### src/rtl/alu_arbiter.sv
// Round-robin arbiter sharing one combinational ALU between two requesters.
// Operands are registered into the ALU; the result is held until the owning requester takes it.
module alu_arbiter #(
  parameter int unsigned WIDTH = 32
) (
  input  logic             clk,
  input  logic             reset_n,

  input  logic             req0_valid,
  output logic             req0_ready,
  input  logic [WIDTH-1:0] req0_a,
  input  logic [WIDTH-1:0] req0_b,
  input  logic [2:0]       req0_op,

  input  logic             req1_valid,
  output logic             req1_ready,
  input  logic [WIDTH-1:0] req1_a,
  input  logic [WIDTH-1:0] req1_b,
  input  logic [2:0]       req1_op,

  output logic             resp0_valid,
  input  logic             resp0_ready,
  output logic             resp1_valid,
  input  logic             resp1_ready,
  output logic [WIDTH-1:0] resp_c,
  output logic             resp_err,

  output logic [WIDTH-1:0] alu_a,
  output logic [WIDTH-1:0] alu_b,
  output logic [2:0]       alu_op,
  input  logic [WIDTH-1:0] alu_c,

  output logic             busy
);

  typedef enum logic [1:0] {
    IDLE = 2'd0,
    EXEC = 2'd1,
    HOLD = 2'd2
  } state_e;

  state_e           state_q, state_d;
  logic             ptr_q, ptr_d;
  logic             id_q, id_d;
  logic [WIDTH-1:0] alu_a_q, alu_a_d;
  logic [WIDTH-1:0] alu_b_q, alu_b_d;
  logic [2:0]       alu_op_q, alu_op_d;
  logic [WIDTH-1:0] resp_c_q, resp_c_d;
  logic             resp_err_q, resp_err_d;

  logic             gnt_vld;
  logic             gnt_id;
  logic             op_illegal;
  logic             resp_done;

  // Grant: a lone requester always wins; on contention the pointer decides.
  always_comb begin
    gnt_vld = (state_q == IDLE) && (req0_valid || req1_valid);
    gnt_id  = (req0_valid && req1_valid) ? ptr_q : req1_valid;
  end

  assign req0_ready  = gnt_vld && !gnt_id;
  assign req1_ready  = gnt_vld &&  gnt_id;

  assign op_illegal  = (alu_op_q[2:1] == 2'b11);
  assign resp_done   = (state_q == HOLD) && (id_q ? resp1_ready : resp0_ready);

  assign resp0_valid = (state_q == HOLD) && !id_q;
  assign resp1_valid = (state_q == HOLD) &&  id_q;
  assign resp_c      = resp_c_q;
  assign resp_err    = resp_err_q;
  assign alu_a       = alu_a_q;
  assign alu_b       = alu_b_q;
  assign alu_op      = alu_op_q;
  assign busy        = (state_q != IDLE);

  always_comb begin
    state_d    = state_q;
    ptr_d      = ptr_q;
    id_d       = id_q;
    alu_a_d    = alu_a_q;
    alu_b_d    = alu_b_q;
    alu_op_d   = alu_op_q;
    resp_c_d   = resp_c_q;
    resp_err_d = resp_err_q;

    unique case (state_q)
      IDLE: begin
        if (gnt_vld) begin
          id_d    = gnt_id;
          ptr_d   = !gnt_id;
          state_d = EXEC;
          if (gnt_id) begin
            alu_a_d  = req1_a;
            alu_b_d  = req1_b;
            alu_op_d = req1_op;
          end else begin
            alu_a_d  = req0_a;
            alu_b_d  = req0_b;
            alu_op_d = req0_op;
          end
        end
      end
      EXEC: begin
        if (op_illegal) begin
          resp_c_d   = '0;
          resp_err_d = 1'b1;
        end else begin
          resp_c_d   = alu_c;
          resp_err_d = 1'b0;
        end
        state_d = HOLD;
      end
      HOLD: begin
        if (resp_done) begin
          state_d = IDLE;
        end
      end
      default: begin
        state_d = IDLE;
      end
    endcase
  end

  always_ff @(posedge clk or negedge reset_n) begin
    if (!reset_n) begin
      state_q    <= IDLE;
      ptr_q      <= 1'b0;
      id_q       <= 1'b0;
      alu_a_q    <= '0;
      alu_b_q    <= '0;
      alu_op_q   <= '0;
      resp_c_q   <= '0;
      resp_err_q <= 1'b0;
    end else begin
      state_q    <= state_d;
      ptr_q      <= ptr_d;
      id_q       <= id_d;
      alu_a_q    <= alu_a_d;
      alu_b_q    <= alu_b_d;
      alu_op_q   <= alu_op_d;
      resp_c_q   <= resp_c_d;
      resp_err_q <= resp_err_d;
    end
  end

endmodule

### config.mk
export PLATFORM = sky130hd
export DESIGN_NAME = alu_arbiter
export DESIGN_NICKNAME = d
export VERILOG_FILES = /design/src/rtl/alu_arbiter.sv
export SDC_FILE = /design/constraint.sdc
export NUM_CORES = 1
export LEC_CHECK = 0
export CAP_MARGIN = 0
export CORE_AREA = 2 2 115 117
export DETAILED_ROUTE_END_ITERATION = 7
export DIE_AREA = 0 0 117 119
export GPL_TIMING_DRIVEN = 0
export PLACE_DENSITY = 0.9
export SKIP_LAST_GASP = 1
export SYNTH_ARGS = -nofsm -noshare
export SYNTH_HDL_FRONTEND = slang
export SYNTH_SLANG_ARGS = --single-unit
### constraint.sdc
create_clock -name clk -period 1.84 [get_ports clk]
set_input_delay 0.184 -clock clk [delete_from_list [all_inputs] [get_ports clk]]
set_output_delay 0.184 -clock clk [all_outputs]
set_load 0.05 [all_outputs]
==> qor.txt <==
outcome: finished clean
Top FF cell, synth: dfrtp_1
maximum clock rate: 549.6 MHz
first-pass GRT wire length: 27.29 mm
DRC errors left: 0
RR Startpoint: state_q[0]$_DFFE_PN0P_
HP Class: in2reg
CP peak stage delay: 0.43 ns
post-synthesis cell count: 486
Die ar.: 13,920 um2
Worst path top cell family by delay: buffers and inverters
routed vias: 5,207
met3 Usage GRT: 4.580%
Pleak: 0.003209 uW
cell taking the most area after synthesis: dfrtp_1
Layout Cells excl Fill: 957
Synth cell types: 24
register area: 2603 um2
via count of the first global-routing pass: 5,273
DR WL/cell: 18.41 um
nets@finish: 948
Slowest cell on crit path: dfrtp_1
RSZ-0062 raised after global routing: yes
Final ANT Viol Nets: 0
DIE WIDTH: 117 um
max-cap viol count: 0
YS warnings: 0
Slew Limit Fails: 0
Clk Tree Root Cell: clkbuf_16
CTS Buffer Depth: 2
Final TNS setup: 0 ns
R2R setup slack: 0.21 ns
syn_nets: 658
maximum net fanout on the critical path: 10
effective utilization at floorplan: 37.76%
Hold WS: 0.3532 ns
synthesized cell area: 4861 um2
number of synthesized flops with an enable pin: 0
count leader, synth: dfrtp_1
gr busiest metal: met2
share of cells above drive strength 1: 11.78%
Buf/Inv on CP: 3
clk_lat worst skew: 0.35 ns
top cell type's share of synthesized area: 53.54%
P per Cell Area: 1944 nW/um2
Die Span Y: 119 um
Fillers: 1,081
Critical Path Start Type: flip-flop
measured slew at the worst slew-check pin: 0.7127 ns
first drt pass iteration count: 5
final worst-path cycle share: 98.88%
met1 Usage GRT: 31.91%
WS Path Type: reg2out
Num CTS Buffers: 9
total power: 15,970 uW
port bufs: 275
worst min-delay path startpoint: req1_valid
largest net degree at the start of global routing: 57
Detail Placement HPWL: 13.18 mm
n_diodes: 0
via density per instance: 5.441
Worst-path clk slew: 0.07 ns
crit-path cells: nor2_4 -> buf_4 -> nand3_2 -> inv_1 -> clkbuf_4
GR Util met2: 42.12%
Slew headroom: 52.49%
Hold Crit Endpoint: alu_a[7]$_DFFE_PN0P_
synth top area cells: dfrtp_1 (54%), a31oi_1 (8.6%), nand3_1 (7.0%), o21ai_0 (6.6%), a22o_1 (5.8%)
flops & latches, synth: 104
CP required: 1.66 ns
min Tclk post-route: 1.819 ns
Multi-input gate area: 1946 um2
TritonCTS Sinks: 104
initial antenna violation count: 0
Post-Route WL: 17.62 mm
CTS tree: yes
syn avg cell area: 10.00 um2
Final Hold Viols: 0
gr usage total: 25.29%
DR iter-0 viols: 369
fraction of registers with async set/reset: 100.0%
Worst EP arrival: 1.64 ns
Worst R2R End: alu_op[0]$_DFFE_PN0P_
P&R area growth vs syn: 68.96%
R2R depth: 6
top cells by count, synth: dfrtp_1 (104), nand3_1 (68), a31oi_1 (67), o21ai_0 (64), a21oi_1 (38)
placed insts: 938
Hold Crit Depth: 4
remaining global-route overflow: 0
type of destination of the critical path: primary output
fraction of the yosys area taken by sequential cells: 53.54%
Rows: 42
CTS H-Tree Depth: 3
core box area: 12,870 um2
# IOs: 277
peak supply drop: 1.028 mV
final core utilization: 63.79%
gpl congestion: 0.8924
final setup fails: 0
clk_skew: 0.008549 ns
-- cell families after synthesis --
family	Yosys count	share of synthesized area [%]
AOI/OAI and AO/OA	239	31.30
muxes	1	0.2316
buffers and inverters	64	6.641
and+or+nand+nor	78	8.289
DFF	104	53.54
-- worst max-delay path by stage --
| stage | start | endpoint | slack, ns | cells after the start |
|---|---|---|---|---|
| floorplan | ptr_q$_DFFE_PN0P_ | req0_ready | 0.08 | 4 |
| global placement | reset_n | alu_a[4]$_DFFE_PN0P_ | -3.42 | 1 |
| detailed placement | req0_valid | req0_ready | -0.69 | 6 |
| CTS | state_q[1]$_DFFE_PN0P_ | req1_ready | -0.23 | 5 |
| global route | state_q[0]$_DFFE_PN0P_ | req1_ready | -0.1 | 5 |
| finish | state_q[0]$_DFFE_PN0P_ | req1_ready | 0.02 | 5 |
-- worst register-to-register path: stages (launching register included) --
cell      delay [ns]
dfrtp_1         0.43
nor2_4          0.20
buf_4           0.14
buf_4           0.12
clkbuf_1        0.37
a21oi_1         0.12
a31oi_1         0.17
-- metal layers --
metal / wire, um / part of all wire [%]
met1: 7124 / 40
met3: 1164 / 6.6
met5: 0 / 0
met2: 8724 / 50
met4: 607 / 3.4
-- cell usage in the layout, fill, tap and decap left out, types with 2 or more instances in the layout --
cell	Yosys	routed
o21ai_0	64	64
nor2_1	3	3
clkbuf_2	0	3
inv_1	4	4
a22o_1	32	32
buf_6	6	8
a21oi_1	38	38
nand3_1	68	67
clkbuf_1	29	26
buf_4	4	8
dlygate4sd2_1	0	2
dfrtp_1	104	104
o21ai_1	5	5
buf_1	2	2
a31oi_1	67	67
a21oi_2	31	31
clkdlybuf4s50_1	0	268
clkbuf_16	0	9
nand2b_1	3	3
clkinv_4	0	2
buf_2	18	16
-- repair_timing --
item	4_1_cts	5_1_grt
endpoints found under the hold margin	48	0
hold buffers	1	0
endpoints found under the setup margin	19	14
pin swaps	2	2
resized for setup	22	10
buffers inserted	1	1
-- state kept, by name (all words and copies together) (netlist names) --
name	cells
alu_a	32
alu_b	32
resp_c	32
alu_op	3
state_q	2
id_q	1
ptr_q	1
resp_err	1
-- layout make-up --
cell class                      count  share of cell area (%)
Timing Repair Buffer              279                   34.02
Sequential cell                   104                   31.69
Multi-Input combinational cell    318                   23.69
Buffer                             59                   3.976
Clock buffer                        9                   2.742
Tap cell                          176                   2.681
Clock inverter                      7                  0.9750
Inverter                            5                  0.2285
-- per-stage QoR --
stage               cell area [um2]  setup WS (ns)
finish                         8213        0.02065
global placement               7839         -3.424
CTS                            8193        -0.2301
global route                   8213       -0.09988
floorplan                      4866        0.08023
detailed placement             7864        -0.6938
-- power breakdown --
group / switching (uW) / leakage, uW / internal [uW] / total (uW)
Combinational: 6470 / 0.00184 / 3400 / 9870
Sequential: 706 / 0.00122 / 3400 / 4100
Clock: 921 / 0.000148 / 1070 / 1990
Total: 8100 / 0.00321 / 7870 / 16000
Note: power is estimated with default switching activity, not from simulation.
